`src/rtl/cpu_pkg.sv`:
```
// Shared execute-stage definitions: default datapath width and the divider FSM encoding.
package cpu_pkg;

    localparam int DIV_WIDTH = 32;

    typedef enum logic [1:0] {
        DIV_IDLE = 2'd0,
        DIV_RUN  = 2'd1,
        DIV_FIX  = 2'd2,
        DIV_DONE = 2'd3
    } div_state_e;

endpackage

```
`src/rtl/div_step.sv`:
```
// One combinational restoring-division iteration: shift {R,Q} left, trial-subtract D, keep or restore.
module div_step #(
    parameter int WIDTH = 32
) (
    input  logic [WIDTH-1:0] r_i,
    input  logic [WIDTH-1:0] q_i,
    input  logic [WIDTH-1:0] d_i,
    output logic [WIDTH-1:0] r_o,
    output logic [WIDTH-1:0] q_o
);

    logic [WIDTH:0] shifted;
    logic [WIDTH:0] diff;

    // The bit shifted out of R must take part in the compare, hence the extra bit.
    assign shifted = {r_i, q_i[WIDTH-1]};
    assign diff    = shifted - {1'b0, d_i};

    assign r_o = diff[WIDTH] ? shifted[WIDTH-1:0] : diff[WIDTH-1:0];
    assign q_o = {q_i[WIDTH-2:0], ~diff[WIDTH]};

endmodule

```
`src/rtl/seq_divider.sv`:
```
// Multi-cycle restoring divider for DIV/DIVU: WIDTH iterations, then one sign-fixup cycle.
module seq_divider
    import cpu_pkg::*;
#(
    parameter int WIDTH = DIV_WIDTH
) (
    input  logic               clk,
    input  logic               reset,
    input  logic               start,
    input  logic               is_signed,
    input  logic [WIDTH-1:0]   dividend,
    input  logic [WIDTH-1:0]   divisor,
    output logic               busy,
    output logic               done,
    output logic               div_by_zero,
    output logic [WIDTH-1:0]   quotient,
    output logic [WIDTH-1:0]   remainder,
    output logic [2*WIDTH-1:0] div_ans
);

    localparam int CW = $clog2(WIDTH) + 1;

    div_state_e       state_q, state_d;
    logic [WIDTH-1:0] r_q, r_d;
    logic [WIDTH-1:0] q_q, q_d;
    logic [WIDTH-1:0] d_q, d_d;
    logic [CW-1:0]    count_q, count_d;
    logic             neg_quot_q, neg_quot_d;
    logic             neg_rem_q, neg_rem_d;
    logic             dbz_q, dbz_d;
    logic [WIDTH-1:0] quotient_q, quotient_d;
    logic [WIDTH-1:0] remainder_q, remainder_d;
    logic [WIDTH-1:0] step_r, step_q;

    div_step #(.WIDTH(WIDTH)) u_step (
        .r_i (r_q),
        .q_i (q_q),
        .d_i (d_q),
        .r_o (step_r),
        .q_o (step_q)
    );

    always_comb begin
        state_d     = state_q;
        r_d         = r_q;
        q_d         = q_q;
        d_d         = d_q;
        count_d     = count_q;
        neg_quot_d  = neg_quot_q;
        neg_rem_d   = neg_rem_q;
        dbz_d       = dbz_q;
        quotient_d  = quotient_q;
        remainder_d = remainder_q;
        case (state_q)
            DIV_IDLE, DIV_DONE: begin
                if (start) begin
                    neg_quot_d = is_signed & (dividend[WIDTH-1] ^ divisor[WIDTH-1]);
                    neg_rem_d  = is_signed & dividend[WIDTH-1];
                    q_d        = (is_signed && dividend[WIDTH-1]) ? -dividend : dividend;
                    d_d        = (is_signed && divisor[WIDTH-1])  ? -divisor  : divisor;
                    r_d        = '0;
                    count_d    = '0;
                    dbz_d      = 1'b0;
                    if (divisor == '0) begin
                        quotient_d  = '1;
                        remainder_d = dividend;
                        dbz_d       = 1'b1;
                        state_d     = DIV_DONE;
                    end else begin
                        state_d = DIV_RUN;
                    end
                end else if (state_q == DIV_DONE) begin
                    state_d = DIV_IDLE;
                end
            end
            DIV_RUN: begin
                r_d     = step_r;
                q_d     = step_q;
                count_d = count_q + 1'b1;
                if (count_q == CW'(WIDTH - 1)) begin
                    state_d = DIV_FIX;
                end
            end
            DIV_FIX: begin
                quotient_d  = neg_quot_q ? -q_q : q_q;
                remainder_d = neg_rem_q  ? -r_q : r_q;
                state_d     = DIV_DONE;
            end
            default: state_d = DIV_IDLE;
        endcase
    end

    always_ff @(posedge clk) begin
        if (reset) begin
            state_q     <= DIV_IDLE;
            r_q         <= '0;
            q_q         <= '0;
            d_q         <= '0;
            count_q     <= '0;
            neg_quot_q  <= 1'b0;
            neg_rem_q   <= 1'b0;
            dbz_q       <= 1'b0;
            quotient_q  <= '0;
            remainder_q <= '0;
        end else begin
            state_q     <= state_d;
            r_q         <= r_d;
            q_q         <= q_d;
            d_q         <= d_d;
            count_q     <= count_d;
            neg_quot_q  <= neg_quot_d;
            neg_rem_q   <= neg_rem_d;
            dbz_q       <= dbz_d;
            quotient_q  <= quotient_d;
            remainder_q <= remainder_d;
        end
    end

    assign busy        = (state_q == DIV_RUN) || (state_q == DIV_FIX);
    assign done        = (state_q == DIV_DONE);
    assign div_by_zero = dbz_q;
    assign quotient    = quotient_q;
    assign remainder   = remainder_q;
    assign div_ans     = {remainder_q, quotient_q};

endmodule
```
`config.mk`:
```
export PLATFORM = sky130hd
export DESIGN_NAME = seq_divider
export DESIGN_NICKNAME = d
export VERILOG_FILES = /design/src/rtl/cpu_pkg.sv /design/src/rtl/div_step.sv /design/src/rtl/seq_divider.sv
export SDC_FILE = /design/constraint.sdc
export NUM_CORES = 1
export LEC_CHECK = 0
export BUFFER_PORTS_ARGS = -buffer_cell sky130_fd_sc_hd__buf_2
export CAP_MARGIN = 20
export CORE_UTILIZATION = 42
export DETAILED_ROUTE_END_ITERATION = 8
export GPL_TIMING_DRIVEN = 0
export PLACE_DENSITY = 0.64
export SYNTH_ARGS = -nofsm -noshare
export SYNTH_HDL_FRONTEND = slang
export SYNTH_SLANG_ARGS = --single-unit
export TNS_END_PERCENT = 50
```
`constraint.sdc`:
```
create_clock -name clk -period 4.02 [get_ports clk]
set_clock_uncertainty 0.15 [all_clocks]
set_input_delay 1.206 -clock clk [delete_from_list [all_inputs] [get_ports clk]]
set_output_delay 1.206 -clock clk [all_outputs]
set_load 0.1 [all_outputs]
```
==> key figures <==
Place
  • Post-DP Area: around 13000 sq um
  • IO buf count: ~200
  • GPL Wtd Cong: between 0.9 and 1
  • DP Wirelength: 27300 microns
  • Dpl ws: -0.916 ns
  • DP Cell Count: around 2.1k

STA
  • Final slew viol count: 0
  • Final Cycle Share: 99.3%
  • Hold Violations, Final: 0
  • Relative slew slack: about two fifths
  • Worst Tran Pin Value: 0.889 ns
  • RSZ-0062 raised after global routing: true
  • Final setup viols: 0
  • Fmax: roughly 250 MHz
  • Fin crit period: about 4 ns
  • Final worst setup slack: 0.0280 ns

CTS
  • Buffer count from post-CTS setup fixing: 0
  • Total CTS buffers: 17
  • Clk pin slew, worst setup/hold paths: around 0.07 ns
  • Clk sinks: 171
  • Clock Latency Late Sink: 0.44 ns
  • Root Buffer: clkbuf_16
  • CTS Hold Bufs: 0
  • TritonCTS clock tree: yes
  • H-tree levels: 4
  • Max Root-Sink Buffers: 2

Die
  • Die width: 167 microns
  • Die Height: about 170 microns
  • Die Area: 27900 sq um
  • Core area: ~27000 sq um
  • Row cnt: 60
  • Starting Density: 42.6%
  • Boundary Pins: roughly 200

Setup path
  • Worst reg2reg setup slack: between 0.02 and 0.03 ns
  • WP data arrival: 4.18 ns
  • Crit. End Element: flop
  • FF-to-FF path depth: 13
  • Crit path to: q_q[0]
  • Nature of the critical path startpoint: flop
  • Worst R2R End: q_q[0]
  • CP Class: flop to flop
  • R2R Path Start: q_q[31]
  • Largest fanout on the critical path: 10
  • Worst path required time: between 4 and 5 ns
  • CP startpoint: q_q[31]

Drt
  • Drt first pass iters: 5
  • Via density per instance: 5.39
  • DRT Wirelength: 34600 microns
  • Post-route ant nets: 0
  • Iter 0 DRT Violations: about 700
  • Avg WL per Cell: around 17 microns
  • Via count: 11.3k
  • # DRC: 0

Yosys
  • Cell taking the most area after synthesis: dfxtp_1
  • Synth cell types: 57
  • Fraction of registers with async set or reset after synthesis: 0%
  • Seq/Total Area, Yosys: about 30%
  • Syn Area/Cell: ~7.5 sq um
  • Main combinational cell family by area after synthesis: compound AO/OA/AOI/OAI gates
  • Post-synthesis adder-cell area fraction: 4.54%
  • Synth Register Bits: ~170
  • Netlist Area Pre-Place: 11500 sq um
  • Yosys warnings: 0
  • Compound-Gate Fraction of Synth Area: around a quarter
  • EDFF count, synth: 0
  • Synth top cells by count: nand2_1 (234), dfxtp_1 (171), nor2_1 (142)
  • Most common flop cell mapped by yosys: dfxtp_1
  • Cell with the most instances after synthesis: nand2_1
  • Syn nets: roughly 1.6k
  • Synth Area in XOR/XNOR: between 10% and 20%
  • Top cell type's share of synthesized area: roughly 30%
  • Post-Syn Instances: approximately 1.5k
  • Largest cells by area after synthesis: dfxtp_1 (30%), nand2_1 (7.7%), xor2_1 (6.3%)
  • Mux contribution to synthesized area: about 2.7%
  • Synth Area in Simple Gates: ~19%

Layout
  • Nets@finish: ~1.9k
  • Footprint of the multi-input gates: 7050 sq um
  • Design area: 13500 sq um
  • Synth-to-layout area growth: 18.2%
  • Layout Cells excl Fill: approximately 2.1k
  • Share of cells above drive strength 1: 18.4%
  • Antenna cell count: 0
  • Fillers: approximately 2.7k
  • Sequential standard cell area: 3420 sq um

GRT
  • Most used routing layer: met2
  • Total gr overflow: 0
  • First-pass GRT wire length: 54300 microns
  • Vias in the first global route: 10.5k
  • Pin count of the biggest net entering global routing: 17
  • Met1 usage: roughly 29%
  • Initial antenna violation count: 1
  • Grt met2 use: 45.2%
  • GRT Total Usage: between 20% and 30%
  • Met3 usage: between 2 and 3%

Power and ir drop
  • PD cells: 696 nW/um^2
  • Peak VDD IR: approximately 0.00028 V
  • Pwr Total: 0.00943 W
  • Leakage: between 5 and 6 nW

Run
  • Max-cap violations: 0

Worst hold path
  • Worst Hold Class: flop to flop

Status
  • Outcome: complete, no violations
## cell usage in the layout, fill, tap and decap left out, types with 8 or more instances in the layout
cell type and instances:
nand2_1 233, buf_2 207, dfxtp_1 171, nor2_1 142
a21oi_1 126, o21ai_0 101, xor2_1 82, clkbuf_1 66
xnor2_1 64, buf_4 64, inv_1 58, a211oi_1 41
ha_1 40, a311oi_1 36, o211ai_1 32, mux2i_1 31
nor3_1 23, o31ai_1 23, nand3_1 18, clkbuf_16 17
nand2b_1 16, or3_1 14, buf_1 10, a31oi_1 10
a21o_1 10, o41ai_1 10, nand4_1 8
## repair_timing
action / 4_1_cts / 5_1_grt
endpoints found under the setup margin: 64 / 92
gates cloned: 0 / 0
gates resized for setup: 4 / 10
## cell type report
| cell class | count | area share, % |
|---|---|---|
| multi-input combinational | 1145 | 52.1 |
| sequential | 171 | 25.3 |
| timing repair buffer | 197 | 7.28 |
| buffer | 151 | 6.07 |
| clock buffer | 18 | 3.17 |
| tap | 341 | 3.15 |
| inverter | 58 | 1.61 |
| clock inverter | 14 | 1.34 |
## worst min-delay path by stage
stage / slack [ns] / depth (start not counted) / startpoint / end
after detailed placement: 0.30 / 2 / d_q[31] / d_q[31]
after CTS: 0.31 / 2 / d_q[31] / d_q[31]
after global placement: 0.29 / 2 / d_q[19] / d_q[19]
after global routing: 0.34 / 2 / d_q[19] / d_q[19]
final: 0.31 / 2 / d_q[19] / d_q[19]
after floorplan: 0.28 / 2 / d_q[19] / d_q[19]
## power by group
group	internal, W	switching (W)	leakage (nW)
sequential	0.00206	0.000356	1.39
combinational	0.00133	0.00393	4.00
clock	0.000991	0.000758	0.285
total	0.00438	0.00504	5.68
## kinds of logic (layout without fill, tap and decap cells)
group,count (synthesis),after routing
AND/OR/NAND/NOR,506,506
adder cells (fa/ha/maj),41,41
flip-flops,171,171
XOR/XNOR,146,146
multiplexers,31,31
AO/OA/AOI/OAI,421,421
buffers and inverters,209,438
## through the flow
step / TNS [ns] / hold slack, ns / util [%]
floorplan: 0 / 0.282 / -
global placement: -49.94 / 0.292 / 47.9
detailed placement: -49.78 / 0.299 / 47.9
CTS: 0 / 0.312 / 50.2
global route: -0.714 / 0.338 / 50.4
finish: 0 / 0.312 / 50.4
## critical path, cell delays in order, from the launching register on
cell      delay, ns
dfxtp_1        0.32
inv_1          0.13
ha_1           0.28
fa_1           0.38
nand2b_1       0.20
a21oi_1        0.26
o211ai_1       0.24
a21oi_1        0.37
o211ai_1       0.21
o21ai_1        0.21
xor2_1         0.25
clkbuf_1       0.47
nand2_1        0.18
a221oi_1       0.25
## flip-flops by register name, summed over array words and instances, names as in the netlist, 2 cells and up
register	count
state_q	2
count_q	6
quotient	32
d_q	32
r_q	32
q_q	32
remainder	32
## metal layers
layer | part of all wire (%) | vias up
met4 | 2.1 | 2
met2 | 50 | 330
met5 | 0.038 | -
met3 | 4.3 | 52
met1 | 43 | 5169
li1 | - | 5749
Note: power is estimated with default switching activity, not from simulation.
